[config.mk]
export PLATFORM = sky130hd
export DESIGN_NAME = frac_lutk_cfg
export DESIGN_NICKNAME = d
export VERILOG_FILES = /design/src/rtl/frac_lutk_cfg.sv
export SDC_FILE = /design/constraint.sdc
export NUM_CORES = 1
export LEC_CHECK = 0
export ABC_AREA = 1
export CAP_MARGIN = 15
export CORE_AREA = 2 2 53 55
export DETAILED_ROUTE_END_ITERATION = 16
export DIE_AREA = 0 0 55 57
export PLACE_DENSITY = 0.78
export RECOVER_POWER = 100
export SLEW_MARGIN = 40
export SYNTH_ARGS = -nofsm -noshare
export SYNTH_HDL_FRONTEND = slang
export SYNTH_SLANG_ARGS = --single-unit
export TNS_END_PERCENT = 50
[constraint.sdc]
create_clock -name clk -period 2.3 [get_ports clk]
set_input_delay 0.345 -clock clk [delete_from_list [all_inputs] [get_ports clk]]
set_output_delay 0.345 -clock clk [all_outputs]
set_load 0.05 [all_outputs]
[src/rtl/frac_lutk_cfg.sv]
// Fracturable K-input LUT with a daisy-chained serial configuration register,
// a load-tracking FSM, output gating until a complete load, and output registers.
module frac_lutk_cfg #(
    parameter int K = 4
) (
    input  logic         clk,
    input  logic         reset,
    input  logic         cfg_en,
    input  logic         cfg_din,
    output logic         cfg_dout,
    output logic         cfg_done,
    output logic         cfg_err,
    input  logic [K-1:0] in,
    input  logic         ff_en,
    output logic         lut_out,
    output logic [1:0]   frac_out,
    output logic         q,
    output logic [1:0]   q_frac
);

    localparam int TW = 1 << K;
    localparam int N  = TW + 1;
    localparam int CW = $clog2(N + 1);
    localparam logic [CW-1:0] CNT_FULL = CW'(N);

    typedef enum logic [1:0] {
        UNCFG   = 2'd0,
        LOADING = 2'd1,
        READY   = 2'd2
    } state_t;

    state_t          state_reg;
    logic [N-1:0]    cfg_reg;
    logic [CW-1:0]   cnt_reg;
    logic            err_reg;
    logic            q_reg;
    logic [1:0]      q_frac_reg;

    logic [TW-1:0]   truth;
    logic            mode;
    logic            ready;
    logic            lut_raw;
    logic [1:0]      frac_raw;
    logic            lut_gated;
    logic [1:0]      frac_gated;

    // The first bit of a load ends up in the top position and acts as the mode bit.
    assign truth = cfg_reg[TW-1:0];
    assign mode  = cfg_reg[N-1];
    assign ready = (state_reg == READY);

    generate
        for (genvar gi = 0; gi < 2; gi++) begin : g_half
            localparam logic HALF = 1'(gi);
            assign frac_raw[gi] = truth[{HALF, in[K-2:0]}];
        end
    endgenerate

    assign lut_raw    = truth[{in[K-1] | mode, in[K-2:0]}];
    assign lut_gated  = ready & lut_raw;
    assign frac_gated = ready ? frac_raw : 2'b00;

    always_ff @(posedge clk or posedge reset) begin
        if (reset) begin
            state_reg  <= UNCFG;
            cfg_reg    <= '0;
            cnt_reg    <= '0;
            err_reg    <= 1'b0;
            q_reg      <= 1'b0;
            q_frac_reg <= 2'b00;
        end else begin
            if (cfg_en) begin
                cfg_reg <= {cfg_reg[N-2:0], cfg_din};
            end

            case (state_reg)
                UNCFG, READY: begin
                    if (cfg_en) begin
                        state_reg <= LOADING;
                        cnt_reg   <= CW'(1);
                        err_reg   <= 1'b0;
                    end
                end
                LOADING: begin
                    if (cfg_en) begin
                        // Overrun bits only pass through toward the next tile.
                        if (cnt_reg != CNT_FULL) begin
                            cnt_reg <= cnt_reg + 1'b1;
                        end
                    end else if (cnt_reg == CNT_FULL) begin
                        state_reg <= READY;
                    end else begin
                        state_reg <= UNCFG;
                        err_reg   <= 1'b1;
                    end
                end
                default: begin
                    state_reg <= UNCFG;
                end
            endcase

            if (ff_en) begin
                q_reg      <= lut_gated;
                q_frac_reg <= frac_gated;
            end
        end
    end

    assign cfg_dout = cfg_reg[N-1];
    assign cfg_done = ready;
    assign cfg_err  = err_reg;
    assign lut_out  = lut_gated;
    assign frac_out = frac_gated;
    assign q        = q_reg;
    assign q_frac   = q_frac_reg;

endmodule

==> results of run 1 <==
-- kinds of logic (layout without fill, tap and decap cells) --
logic type      Yosys count  in the layout
simple gates             75             75
buf+inv                  33             52
compound gates           28             28
flops                    28             28
fa+ha+maj                 2              2
xor+xnor                  2              2
-- layer usage --
layer | vias up | part of all wire, % | track usage, %
met5 | - | 0 | 0
met3 | 7 | 2.1 | 2.36
met4 | 0 | 3.0 | 8.71
met2 | 14 | 50 | 33.7
li1 | 564 | - | -
met1 | 508 | 45 | 25.9
-- layout by cell type, fill, tap and decap left out --
cell type	instances
a21oi_1	1
a21oi_4	1
a31o_2	1
and2_0	1
buf_12	1
bufinv_16	1
clkbuf_1	3
clkbuf_2	2
clkbuf_4	3
clkdlybuf4s50_1	5
dfrtp_1	28
dlygate4sd3_1	7
dlymetal6s2s_1	1
ha_1	2
inv_1	28
inv_2	1
nand2_1	48
nand3_1	15
nand3b_1	1
nand4_1	2
nor2_1	7
nor2_2	1
o21ai_0	23
o31ai_1	2
xnor2_1	2
-- cell type report --
type,count,area [sq um],area share (%)
clock buffers,3,22.5,1.42
clock inverters,1,30.0,1.89
inverters,29,109,6.84
multi-input cells,107,517,32.5
flip-flops and latches,28,701,44.0
well taps,31,38.8,2.44
repair buffers,19,174,10.9
-- power by group --
part	switching, mW	internal, mW
clock network	0.153	0.176
registers	0.0368	0.547
logic	0.120	0.0671
total	0.309	0.791
-- cells in the mapped netlist, types with 2 or more instances --
library cell	n	area share (%)
nand3_1	15	5.5
nand2_1	47	13
nor2_1	6	1.6
o21ai_0	21	7.7
o21ai_1	2	0.73
inv_2	2	0.55
inv_1	27	7.4
clkbuf_1	2	0.55
o31ai_1	2	1.1
ha_1	2	1.8
xnor2_1	2	1.3
dfrtp_1	28	51
-- per-stage QoR --
stage               worst slack (ns)  total power [mW]  utilization (%)  hold slack [ns]
floorplan                      0.156             0.727                -            0.410
global placement               0.115             0.781             61.7            0.457
detailed placement            0.0238             0.793             61.7            0.465
CTS                           0.0138              1.12             63.7            0.354
global route                  0.0560              1.16             60.9            0.537
finish                        0.0992              1.10             60.9            0.503
-- tightest hold or removal path, cell delays in order (launching register included) --
cell	delay, ns
dfrtp_1	0.37
nand2_1	0.05
o21ai_0	0.06
-- worst max path at each step --
stage | endpoint | slack (ns) | cells after the start
floorplan | frac_out[0] | 0.16 | 4
global placement | lut_out | 0.12 | 9
detailed placement | lut_out | 0.02 | 9
CTS | lut_out | 0.01 | 9
global route | lut_out | 0.06 | 8
finish | lut_out | 0.1 | 8
==> results.txt, run 1 <==
status - finished, violations left
failing checks - max-capacitance violations, max-slew violations
Synth Area per Inst - 8.17 sq um
Detail Placement HPWL - 1950 um
RePlAce Congestion - 0.911
Post-Syn Instances - 168
core region area - 0.00262 sq mm
drt pass-1 iters - 4
NumNets Final - 199
DRC errors left - 0
Critical Path Slowest Stage Cell - clkdlybuf4s50_1
maximum VDD drop - 0.401 mV
initial antenna violation count - 0
initial core utilization - 52.5%
number of port buffers - 17
antenna cell count - 0
Die Width - 55 um
vias - 1093
Crit Path Category - input pin to output pin
RSZ-0062 raised after global routing - false
WP data arrival - 1.86 ns
worst hold path type - flop to flop
syn_nets - 179
Worst-Skew Late Latency - 0.34 ns
Synth Area in Compound Gates - 11.7%
critical path cell sequence - clkdlybuf4s50_1, inv_1, nand3_1, nand2_1, o21ai_0, nand2_1, and2_0, buf_12
CP top delay family - buffers and inverters
CP Launch Type - input pin
multiplexer share of the synthesized area - 0%
CP max FO - 5
max cap viols - 1
total negative slack - 0 ns
Post-Synth Adder-Cell Area - 1.82%
Worst path max stage delay - 0.55 ns
Power Dens Cells - 691 mW/mm^2
placed cell count - 214
Clock Skew - 0.00453 ns
post-synthesis sequential area ratio - 51.0%
reg-to-reg setup timing slack - 0.64 ns
chip height - 57 um
global-route wire length before repair - 4670 um
# rows - 19
Slew @ Worst Pin - 1.51 ns
Seq cells post-synth - 28
vias in the first global route - 1074
grt ovf - 0
Reg-to-Reg End - cnt_reg[3]
routed wire length - 2690 um
CTS Buffer Depth - 2
Worst Path Required - 1.96 ns
ys flop type - dfrtp_1
Reg2Reg Depth - 7
most frequent CP cell - nand2_1
postcts setup bufs - 0
max reg flops - 17
Worst-path clk slew - 0.15 ns
Synth Area in Simple Gates - 25.1%
Worst Min Path Start - cfg_reg[5]
largest net degree at the start of global routing - 34
Root Driver - clkbuf_4
Cell Area, Placed - 0.00161 sq mm
DR WL/cell - 12.3 um
synth warn - 0
H-tree depth - 1
Leak - 0.805 nW
Detail Route Antenna Nets - 0
Die ar. - 0.00314 sq mm
fmax - 454 MHz
fin crit period - 2.20 ns
DRT iter0 DRCs - 24
Non-Filler Instances - 218
Post-Synthesis Cell Area - 0.00137 sq mm
post-synth cell types - 24
total track usage - 20.2%
final instance area - 0.00159 sq mm
Tcrit/Tclk final - 95.7%
I/O pins - 18
Post-CTS Resized - 0
relative slew slack - -0.788%
Async S/R FF share, synth - 100%
Final setup viols - 0
largest family of logic cells by synthesized area - simple AND/OR/NAND/NOR gates
final hold violations - 0
vias per inst - 5.01
clock sink count - 28
Worst Setup End Kind - output pin
Post-synth EDFFs - 0
start point of the critical path - in[1]
share of cells above drive strength 1 - 5.88%
Num CTS Buffers - 3
Synth Area in XOR/XNOR - 1.28%
CTS tree - done
CTS Hold Bufs - 0
max-slew violation count - 29
FF-to-FF Start - state_reg[0]
Hold Path End - cfg_reg[6]
hold path depth - 2
WP buf/inv - 3
Fillers - 268
Layout Area Growth over Synthesis - 16.0%
Power figures use the tool's default switching activity.
==> run 2, diff against run 1 <==
--- a/config.mk
+++ b/config.mk
@@ -7,10 +7,10 @@
 export LEC_CHECK = 0
 export ABC_AREA = 1
 export CAP_MARGIN = 15
-export CORE_AREA = 2 2 53 55
+export CORE_AREA = 2 2 54 56
 export DETAILED_ROUTE_END_ITERATION = 16
-export DIE_AREA = 0 0 55 57
-export PLACE_DENSITY = 0.78
+export DIE_AREA = 0 0 56 58
+export PLACE_DENSITY = 0.76
 export RECOVER_POWER = 100
 export SLEW_MARGIN = 40
 export SYNTH_ARGS = -nofsm -noshare
==> constraint.sdc (replaced) <==
create_clock -name clk -period 2.4 [get_ports clk]
set_input_delay 0.36 -clock clk [delete_from_list [all_inputs] [get_ports clk]]
set_output_delay 0.36 -clock clk [all_outputs]
set_load 0.05 [all_outputs]
==> results.txt, run 2 (synthesized netlist as in run 1, its figures left out) <==
status - finished, violations left
final core occ - 60.2%
chip height - 58 um
Fillers - 257
share of cells above drive strength 1 - 6.42%
postcts setup bufs - 0
max cap viols - 1
sw frac - 27.6%
Num CTS Buffers - 3
WP data arrival - 1.89 ns
Detail Route Antenna Nets - 0
Non-Filler Instances - 218
Die Width - 56 um
core region area - 0.00266 sq mm
most common cell after layout, fill and taps aside - nand2_1
max-slew violation count - 0
fmax - 445 MHz
number of port buffers - 17
CP Launch Type - input pin
# rows - 19
DRC errors left - 0
relative slew slack - 0.151%
total negative slack - 0 ns
fin crit period - 2.25 ns
Clock Skew - 0.0104 ns
Crit Path Category - input pin to output pin
antenna cell count - 0
maximum VDD drop - 0.418 mV
RePlAce Congestion - 0.796
Final setup viols - 0
vias in the first global route - 1122
CTS Hold Bufs - 0
Worst-path clk slew - 0.16 ns
Worst Path Required - 2.04 ns
CP max FO - 5
routed wire length - 2600 um
P_int - 0.758 mW
final hold violations - 0
largest net degree at the start of global routing - 34
Die ar. - 0.00325 sq mm
CTS Buffer Depth - 2
Worst-Skew Late Latency - 0.33 ns
Tot Pwr - 1.05 mW
Worst Setup End Kind - output pin
I/O pins - 18
Comb pwr share - 17.3%
initial antenna violation count - 0
Psw - 0.289 mW
final setup margin - 0.155 ns
vias per inst - 5.03
global-route wire length before repair - 4710 um
H-tree depth - 1
DRT iter0 DRCs - 31
CTS tree - done
DR WL/cell - 11.9 um
placed cell count - 214
total track usage - 18.4%
max reg flops - 17
pre-CTS setup slack - 0.124 ns
failing checks - max-capacitance violations
Clk pwr share - 29.3%
Slew @ Worst Pin - 1.50 ns
Leak - 0.808 nW
grt ovf - 0
commonest non-fill, non-tap cells in the layout - nand2_1 (47), inv_1 (28), dfrtp_1 (28)
Post-CTS Resized - 0
Layout Area Growth over Synthesis - 16.7%
vias - 1097
clock sink count - 28
Root Driver - clkbuf_4
Power Dens Cells - 653 mW/mm^2
RSZ-0062 raised after global routing - false
worst hold path type - flop to flop
initial core utilization - 51.6%
NumNets Final - 199
register share of total power - 53.4%
Detail Placement HPWL - 1930 um
drt pass-1 iters - 4
Tcrit/Tclk final - 93.5%
==> run 2: changes by cell type in the layout (fill, tap and decap cells not counted) <==
| cell | before | now |
|---|---|---|
| a21oi_1 | 1 | 2 |
| a21oi_4 | 1 | 0 |
| clkbuf_1 | 3 | 2 |
| dlygate4sd3_1 | 7 | 8 |
| nand2_1 | 48 | 47 |
| nand2_4 | 0 | 1 |
| nor2_1 | 7 | 6 |
| nor2_4 | 0 | 1 |
| o21ai_0 | 23 | 22 |
| o21ai_1 | 0 | 1 |
==> run 2: critical path, cell delays in order <==
cell and delay, ns:
dlygate4sd3_1 0.64, inv_1 0.13, nand3_1 0.11, nand3_1 0.08, o21ai_1 0.12, nand2_1 0.08, and2_0 0.20, buf_12 0.16
==> run 2: power by group through the flow <==
stage	logic, mW	registers (mW)	clock network (mW)
final	0.181	0.558	0.307
after global routing	0.209	0.568	0.325
after detailed placement	0.191	0.569	0
after floorplan	0.119	0.577	0
after global placement	0.185	0.565	0
after CTS	0.193	0.560	0.315
==> run 2: per-layer routing <==
layer | vias up | track usage [%] | part of all wire (%)
met3 | 4 | 2.46 | 1.9
met4 | 0 | 7.82 | 1.3
met1 | 520 | 21.8 | 45
met5 | - | 0 | 0
met2 | 9 | 33.4 | 52
li1 | 564 | - | -
==> run 2: layout make-up <==
class                           instances  area (sq um)  area share, %
Clock buffer                            3          22.5           1.41
Clock inverter                          1          30.0           1.87
Inverter                               29           109           6.80
Multi-Input combinational cell        107           520           32.5
Sequential cell                        28           701           43.7
Tap cell                               31          38.8           2.42
Timing Repair Buffer                   19           180           11.2
==> run 2: path summary, 6_finish.rpt <==
check / to / startpoint / depth (start not counted) / slack [ns]
setup / recovery: lut_out / in[1] / 8 / 0.15
hold / removal: q / q / 2 / 0.50
setup reg to reg: cnt_reg[3] / cnt_reg[0] / 6 / 1.04
hold reg to reg: q / q / 2 / 0.50
max in group asynchronous: cfg_reg[10] / reset / 3 / 0.56
min in group asynchronous: cfg_reg[2] / reset / 3 / 0.96
==> run 2: per-stage QoR <==
stage | hold WS (ns) | cell area, sq um
after detailed placement | 0.472 | 1610
after CTS | 0.379 | 1670
after global placement | 0.462 | 1610
after floorplan | 0.425 | 1380
final | 0.500 | 1600
after global routing | 0.529 | 1600
